<file path="src/rtl/seg7_scan_driver.sv">
// seg7_scan_driver
// Time-multiplexed common-anode seven-segment driver. One shared decoder
// scans NUM_DIGITS digits. Features: hex glyphs, per-digit decimal points,
// leading-zero suppression, blanking at the start of each slot, and an
// atomic shadow load of the displayed value. All outputs are registered.
module seg7_scan_driver #(
   parameter int NUM_DIGITS   = 4,
   parameter int REFRESH_DIV  = 100000,
   parameter int BLANK_CYCLES = 1000
) (
   input  logic                    clk,
   input  logic                    rst,
   input  logic [4*NUM_DIGITS-1:0] value,
   input  logic [NUM_DIGITS-1:0]   dp,
   input  logic                    load,
   input  logic                    hex_en,
   input  logic                    lz_blank,
   output logic [6:0]              seg,
   output logic                    dp_n,
   output logic [NUM_DIGITS-1:0]   an,
   output logic                    frame_tick
);

   localparam int PW = $clog2(REFRESH_DIV);
   localparam int KW = (NUM_DIGITS > 1) ? $clog2(NUM_DIGITS) : 1;

   localparam logic [PW-1:0] P_LAST  = PW'(REFRESH_DIV - 1);
   localparam logic [PW-1:0] P_BLANK = PW'(BLANK_CYCLES);
   localparam logic [KW-1:0] K_LAST  = KW'(NUM_DIGITS - 1);

   // Active-low glyph for one nibble; codes 10-15 are blank unless hex is enabled.
   function automatic logic [6:0] decode(input logic [3:0] n, input logic hex);
      logic [6:0] g;
      g = 7'b1111111;
      case (n)
         4'd0:  g = 7'b1000000;
         4'd1:  g = 7'b1111001;
         4'd2:  g = 7'b0100100;
         4'd3:  g = 7'b0110000;
         4'd4:  g = 7'b0011001;
         4'd5:  g = 7'b0010010;
         4'd6:  g = 7'b0000010;
         4'd7:  g = 7'b1111000;
         4'd8:  g = 7'b0000000;
         4'd9:  g = 7'b0010000;
         4'd10: g = hex ? 7'b0001000 : 7'b1111111;
         4'd11: g = hex ? 7'b0000011 : 7'b1111111;
         4'd12: g = hex ? 7'b1000110 : 7'b1111111;
         4'd13: g = hex ? 7'b0100001 : 7'b1111111;
         4'd14: g = hex ? 7'b0000110 : 7'b1111111;
         4'd15: g = hex ? 7'b0001110 : 7'b1111111;
         default: g = 7'b1111111;
      endcase
      return g;
   endfunction

   logic [PW-1:0]           p_q, p_d;
   logic [KW-1:0]           k_q, k_d;
   logic [4*NUM_DIGITS-1:0] shadow_val_q, shadow_val_d;
   logic [NUM_DIGITS-1:0]   shadow_dp_q, shadow_dp_d;
   logic [6:0]              seg_q, seg_d;
   logic                    dp_n_q, dp_n_d;
   logic [NUM_DIGITS-1:0]   an_q, an_d;
   logic                    tick_q, tick_d;

   logic [3:0]              nib;
   logic                    nib_dp;
   logic                    zero_above;
   logic                    suppress;
   logic                    lit;

   // Next-state: scan counters, shadow capture, and the output word for the current (p, k).
   always_comb begin
      p_d          = p_q + 1'b1;
      k_d          = k_q;
      shadow_val_d = shadow_val_q;
      shadow_dp_d  = shadow_dp_q;
      nib          = 4'd0;
      nib_dp       = 1'b0;
      zero_above   = 1'b1;
      suppress     = 1'b0;

      if (p_q == P_LAST) begin
         p_d = '0;
         k_d = (k_q == K_LAST) ? '0 : k_q + 1'b1;
      end

      if (load) begin
         shadow_val_d = value;
         shadow_dp_d  = dp;
      end

      // Walk from the most significant digit down so zero_above at digit i
      // means nibbles i..NUM_DIGITS-1 are all zero.
      for (int i = NUM_DIGITS - 1; i >= 0; i--) begin
         zero_above = zero_above & (shadow_val_q[4*i +: 4] == 4'd0);
         if (k_q == KW'(i)) begin
            nib      = shadow_val_q[4*i +: 4];
            nib_dp   = shadow_dp_q[i];
            suppress = lz_blank & (i != 0) & zero_above;
         end
      end

      lit = (p_q >= P_BLANK) & ~suppress;

      for (int i = 0; i < NUM_DIGITS; i++) begin
         an_d[i] = ~(lit & (k_q == KW'(i)));
      end
      seg_d  = lit ? decode(nib, hex_en) : 7'b1111111;
      dp_n_d = lit ? ~nib_dp : 1'b1;
      tick_d = (p_q == P_LAST) & (k_q == K_LAST);
   end

   // State and registered outputs; reset blanks the display and restarts at digit 0.
   always_ff @(posedge clk or posedge rst) begin
      if (rst) begin
         p_q          <= '0;
         k_q          <= '0;
         shadow_val_q <= '0;
         shadow_dp_q  <= '0;
         seg_q        <= 7'b1111111;
         dp_n_q       <= 1'b1;
         an_q         <= '1;
         tick_q       <= 1'b0;
      end else begin
         p_q          <= p_d;
         k_q          <= k_d;
         shadow_val_q <= shadow_val_d;
         shadow_dp_q  <= shadow_dp_d;
         seg_q        <= seg_d;
         dp_n_q       <= dp_n_d;
         an_q         <= an_d;
         tick_q       <= tick_d;
      end
   end

   assign seg        = seg_q;
   assign dp_n       = dp_n_q;
   assign an         = an_q;
   assign frame_tick = tick_q;

endmodule

</file>
<file path="config.mk">
export PLATFORM = sky130hd
export DESIGN_NAME = seg7_scan_driver
export DESIGN_NICKNAME = d
export VERILOG_FILES = /design/src/rtl/seg7_scan_driver.sv
export SDC_FILE = /design/constraint.sdc
export NUM_CORES = 1
export LEC_CHECK = 0
export CORE_MARGIN = 1
export CORE_UTILIZATION = 49
export DETAILED_ROUTE_END_ITERATION = 10
export GPL_TIMING_DRIVEN = 0
export PLACE_DENSITY = 0.76
export SETUP_SLACK_MARGIN = 0.02
export SLEW_MARGIN = 20
export SYNTH_ARGS = -nofsm -noshare
export SYNTH_HDL_FRONTEND = slang
export SYNTH_SLANG_ARGS = --single-unit
</file>
<file path="constraint.sdc">
create_clock -name clk -period 1.9 [get_ports clk]
set_input_delay 0.38 -clock clk [delete_from_list [all_inputs] [get_ports clk]]
set_output_delay 0.38 -clock clk [all_outputs]
set_load 0.01 [all_outputs]
</file>
==> flow_summary.yaml, run 1 <==
logic_synthesis:
  synth_top_cell_area_share: 0.382
  yosysUniqueCellTypes: 51
  synthFlopType: "dfrtp_1"
  synth_top_area_cell: "dfrtp_1"
  synthArstFlopShare: 1.00
  synth_area_leaders: "dfrtp_1, dfstp_2, mux2_2"
  syn_area_um2: 2620
  ys_seq_elements: 52
  synth.avg_cell_area_um2: 10.8
  yosysWarnings: 0
  syn-num-nets: 274
  synth_edf_count: 0
  synthCells: 243
  yosysSeqAreaShare: 0.502
worst_setup_path:
  path_delay_family: "compound AO/OA/AOI/OAI gates"
  cp.buffers_inverters: 4
  crit_path_end_kind: "flop"
  path_depth: 9
  cpMaxStageDelayCell: "dfrtp_2"
  critPathArrivalTime_ns: 2.27
  cp-start-kind: "flop"
  crit_top_cell: "buf_4"
  required_ns: 2.11
  r2r_cells: 9
  crit_type: "flop to flop"
  max_stage_delay_ns: 0.47
  cp_max_fo: 6
  cp_cell_sequence: "inv_4 -> ha_4 -> buf_6 -> buf_4 -> nand3b_1 -> a32oi_4 -> buf_4 -> a211oi_1 -> o31ai_2"
timing:
  finalHoldViolCount: 0
  worst_clock_skew_ns: 0.00442
  timing.setup.tns_ns: -0.790
  max_clock_freq_mhz: 486
  period_share: 1.08
  tightest_slew_ns: 0.684
  relSlewSlack: 0.543
  hold_slack_ns: 0.497
  fin_ws_ns: -0.159
  rsz0062_at_grt: "yes"
  period_needed_ns: 2.06
  slew_violations: 0
  setup_viol: 11
grt:
  grt_pass1_vias: 2048
  grt_usage: 0.229
  antenna_found_initial: 0
  grt_start_max_net_pins: 33
  grt_first_pass_wirelength_mm: 9.49
  grt-ovfl-total: 0
pwr:
  power_mw: 2.16
  vdd_drop_max_uv: 407
  leakage_nw: 1.45
  powerDensity_nw_per_um2: 613
final_layout:
  final_cell_mix: "dfrtp_1, clkdlybuf4s50_1, nand2_1, buf_4, mux2_2"
  final_nets: 336
  n_antenna_cell: 0
  drive_gt1_frac: 0.307
  area_delta_synth_final_pct: 34.3
  fin_cells: 376
  mostFrequentLayoutCell: "dfrtp_1"
clock_tree:
  cts_tree: "built"
  clk_latency_ns: 0.30
  cts_sinks: 52
  htreeDepth: 2
  cts.root.buffer_cell: "clkbuf_8"
  cts_buffer_depth: 2
  ctsHoldBuffers: 0
  clk_pin_slew_ns: 0.09
  numCtsBuffers: 5
outcome:
  outcome: "finished with violations"
  violations: "setup timing"
detailed_routing:
  drt_pre_antenna_iters: 4
  vias: 2098
  vias_per_cell: 5.58
  drc: 0
  routedWlPerCell_um: 15.7
  drt_iter0_drc: 121
  routed_wl_mm: 5.90
  detail-route-antenna-nets: 0
floorplan:
  coreArea_um2: 5140
  fp-row-count: 26
  die_w_um: 75.1
  num_io_pins: 38
  die_area_um2: 5650
  start_util: 0.510
  die_h_um: 75.1
flow_run:
  cap_violations: 0
place:
  dpl.hpwl_mm: 3.72
  port_buffers: 36
  dp.cells: 350
  gp_congestion: 0.853
hold_path:
  min_path_type: "primary input to asynchronous set/reset pin"
[synth_stat cells (2+ instances only)]
library cell	instances
dfrtp_1	40
nand2_1	22
mux2_2	16
nor2_1	16
dfstp_2	12
o21ai_0	12
a21oi_1	10
inv_1	10
xnor2_1	9
nand3_1	7
xor2_1	7
ha_1	6
nor3_1	6
and3_1	5
buf_2	5
nand3b_1	5
clkbuf_1	4
nand4bb_1	4
o31ai_1	4
buf_4	3
nand4_1	3
a211oi_1	2
a21boi_0	2
a21boi_1	2
a32o_1	2
a32oi_2	2
nand4b_1	2
nor4_1	2
[path summary, 6_finish.rpt]
check	from	end	slack (ns)
min	rst	p_q[3]$_DFF_PP0_	0.50
max in group asynchronous	rst	an[0]$_DFF_PP1_	0.79
max	k_q[0]$_DFFE_PP0N_	seg[0]$_DFF_PP1_	-0.16
min in group clk	p_q[14]$_DFF_PP0_	p_q[14]$_DFF_PP0_	0.50
max reg2reg	k_q[0]$_DFFE_PP0N_	seg[0]$_DFF_PP1_	-0.16
min reg2reg	p_q[14]$_DFF_PP0_	p_q[14]$_DFF_PP0_	0.50
[per-stage QoR]
stage,cell area [um^2],utilization,setup slack [ns]
global route,3520,0.685,-0.260
detailed placement,3110,0.604,-0.317
floorplan,2630,-,-0.00915
finish,3520,0.685,-0.159
global placement,3080,0.599,-0.663
CTS,3440,0.669,-0.158
[state kept, by name (all words and copies together), names as in the netlist]
signal,cells
dp_n,1
an,4
frame_tick,1
seg,7
shadow_val_q,16
shadow_dp_q,4
k_q,2
p_q,17
[cell families (layout without fill, tap and decap cells)]
| logic type | count (synthesis) | count (layout) | synth area share |
|---|---|---|---|
| AOI/OAI and AO/OA | 48 | 48 | 0.133 |
| xor gates and xnor gates | 16 | 16 | 0.0535 |
| adders and majority gates | 6 | 6 | 0.0286 |
| buffers and inverters | 23 | 86 | 0.0425 |
| DFF | 52 | 52 | 0.502 |
| muxes | 16 | 16 | 0.0687 |
| and+or+nand+nor | 82 | 82 | 0.172 |
[layer usage]
metal | GRT usage | share of wire | vias to the layer above
li1 | - | - | 986
met1 | 0.293 | 0.41 | 1037
met2 | 0.382 | 0.52 | 66
met3 | 0.0509 | 0.050 | 9
met4 | 0.0844 | 0.014 | 0
met5 | 0 | 0 | -
[final cells by class]
type / instances / area [um^2]
fillers: 387 / 1620
clock buffers: 8 / 100
well taps: 70 / 87.6
repair buffers: 56 / 534
inverters: 10 / 40.0
flip-flops and latches: 52 / 1320
multi-input cells: 168 / 1350
plain buffers: 12 / 93.8
[worst register-to-register path, cell delays in order, from the launching register on]
cell and delay, ns:
dfrtp_2 0.47, inv_4 0.11, ha_4 0.15, buf_6 0.11, buf_4 0.12, nand3b_1 0.15
a32oi_4 0.38, buf_4 0.19, a211oi_1 0.05, o31ai_2 0.25
[where the power goes]
| group | switching (mW) | leakage [nW] | internal [mW] | total (mW) |
|---|---|---|---|---|
| Sequential | 0.0314 | 0.625 | 1.15 | 1.18 |
| Combinational | 0.141 | 0.775 | 0.160 | 0.301 |
| Clock | 0.344 | 0.0515 | 0.333 | 0.677 |
[repair_timing]
item | in CTS | in global routing
endpoints found under the setup margin | 17 | 15
endpoints found under the hold margin | 0 | 0
buffers inserted | 17 | 2
pin swaps | 16 | 9
gates resized for setup | 31 | 11
Note: power is estimated with default switching activity, not from simulation.
==> run 2: changes to the inputs <==
CORE_UTILIZATION = 54   (was 49)
PLACE_DENSITY = unset   (was 0.76)
PLACE_DENSITY_LB_ADDON = 0.3   (was unset)
clock period = 2.3 ns   (was 1.9 ns; I/O delays follow)
==> flow_summary.yaml, run 2 (synthesis results as in run 1) <==
flow_run:
  cap_violations: 0
grt:
  grt_start_max_net_pins: 34
  antenna_found_initial: 0
  grt_usage: 0.210
  grt_pass1_vias: 1789
  grt_first_pass_wirelength_mm: 8.29
  grt-ovfl-total: 0
worst_setup_path:
  regToRegEndpoint: "seg[4]$_DFF_PP1_"
  cp_cell_sequence: "inv_1 -> ha_1 -> buf_4 -> nand3b_1 -> a32o_1 -> buf_2 -> or3_1 -> a21oi_1 -> o21ai_1"
  max_stage_delay_ns: 0.42
  cpMaxStageDelayCell: "dfrtp_1"
  cp.buffers_inverters: 3
  crit_type: "flop to flop"
  cp-start-kind: "flop"
  worstSetupStartpoint: "k_q[0]$_DFFE_PP0N_"
  rr_startpoint: "k_q[0]$_DFFE_PP0N_"
  crit_path_end_kind: "flop"
  path_delay_family: "compound AO/OA/AOI/OAI gates"
  cp_max_fo: 10
  r2r_cells: 9
  reg2reg_slack_ns: 0.12
  required_ns: 2.53
  critPathArrivalTime_ns: 2.42
timing:
  setup_viol: 0
  finalHoldViolCount: 0
  period_share: 0.950
  tightest_slew_ns: 0.633
  max_clock_freq_mhz: 458
  slew_violations: 0
  period_needed_ns: 2.18
  rsz0062_at_grt: "no"
  fin_ws_ns: 0.115
  worst_clock_skew_ns: 0.00612
  relSlewSlack: 0.578
floorplan:
  die_area_um2: 5140
  coreArea_um2: 4500
  die_h_um: 71.7
  fp-row-count: 24
  start_util: 0.582
  num_io_pins: 38
  die_w_um: 71.7
pwr:
  p_switching_mw: 0.414
  p_seq_frac: 0.568
  powerDensity_nw_per_um2: 537
  combinationalPowerShare: 0.117
  p_sw_frac: 0.242
  vdd_drop_max_uv: 566
  leakage_nw: 1.31
  p_clk_frac: 0.315
  internal-power_mw: 1.30
clock_tree:
  clk_pin_slew_ns: 0.09
  htreeDepth: 2
  cts.root.buffer_cell: "clkbuf_8"
  cts_sinks: 52
  numCtsBuffers: 5
  ctsHoldBuffers: 0
  cts_buffer_depth: 2
  clk_latency_ns: 0.31
  cts_tree: "built"
place:
  gp_congestion: 0.789
  post_dp_cell_area_um2: 3070
  dp_slack_ns: 0.0441
  dpl.hpwl_mm: 3.70
  port_buffers: 36
final_layout:
  final_nets: 318
  final_cell_mix: "dfrtp_1, clkdlybuf4s50_1, nand2_1"
  mostFrequentLayoutCell: "dfrtp_1"
  area_delta_synth_final_pct: 21.7
  drive_gt1_frac: 0.201
  fin_area_um2: 3190
  largest_reg_flops: 17
  n_antenna_cell: 0
  top_register: "p_q"
outcome:
  outcome: "finished clean"
detailed_routing:
  detail-route-antenna-nets: 0
  vias_per_cell: 5.77
  routed_wl_mm: 5.01
  drt_iter0_drc: 145
  drt_pre_antenna_iters: 4
  vias: 1963
  routedWlPerCell_um: 14.7
  drc: 0
hold_path:
  min_path_type: "primary input to asynchronous set/reset pin"
-- run 2: cell count changes in the layout (fill, tap and decap cells not counted), moves of 4 or more --
cell | before | now
o21ai_1 | 5 | 1
o21ai_0 | 8 | 12
buf_6 | 6 | 1
buf_4 | 21 | 3
buf_2 | 0 | 4
-- run 2: layer usage --
layer	global-route usage	vias to the layer above	part of all wire
met3	0.0534	5	0.040
met1	0.307	957	0.48
met2	0.305	49	0.46
met4	0.0741	0	0.011
li1	-	952	-
met5	0	-	0
-- run 2: worst max-delay path by stage --
stage / to / slack, ns / cells past startpoint
5_1_grt: seg[0]$_DFF_PP1_ / 0.01 / 9
2_1_floorplan: seg[4]$_DFF_PP1_ / 0.36 / 9
4_1_cts: seg[0]$_DFF_PP1_ / 0.05 / 9
3_3_place_gp: shadow_val_q[9]$_DFFE_PP0P_ / -0.34 / 2
3_5_place_dp: seg[0]$_DFF_PP1_ / 0.04 / 6
6_report: seg[4]$_DFF_PP1_ / 0.12 / 9
-- run 2: power by group through the flow --
stage	registers, mW	clock network, mW	logic, mW
5_1_grt	0.978	0.586	0.221
3_5_place_dp	0.990	0	0.200
4_1_cts	0.972	0.548	0.201
3_3_place_gp	0.988	0	0.190
6_report	0.973	0.539	0.201
2_1_floorplan	0.981	0	0.129
-- run 2: layout make-up --
cell class,count,area [um^2]
fill,329,1310
timing repair buffer,37,380
clock inverter,1,7.51
tap,52,65.1
inverter,10,37.5
sequential,52,1320
buffer,13,76.3
multi-input combinational,168,1220
clock buffer,7,86.3
-- run 2: what timing repair did --
item	in CTS	in global routing
setup buffers	0	0
resized for setup	0	6
setup endpoints to repair	0	5
-- run 2: worst reg2reg max path: stages (launching register included) --
cell and delay (ns):
dfrtp_1 0.42, inv_1 0.11, ha_1 0.20, buf_4 0.19
nand3b_1 0.14, a32o_1 0.29, buf_2 0.17, or3_1 0.37
a21oi_1 0.15, o21ai_1 0.08
-- run 2: metrics by stage --
stage	TNS, ns	instances	hold WS [ns]	utilization	power (mW)
6_report	0	340	0.469	0.708	1.71
2_1_floorplan	0	243	0.461	-	1.11
3_3_place_gp	-13.39	331	0.485	0.676	1.18
5_1_grt	0	340	0.516	0.708	1.78
3_5_place_dp	0	332	0.490	0.681	1.19
4_1_cts	0	340	0.480	0.702	1.72
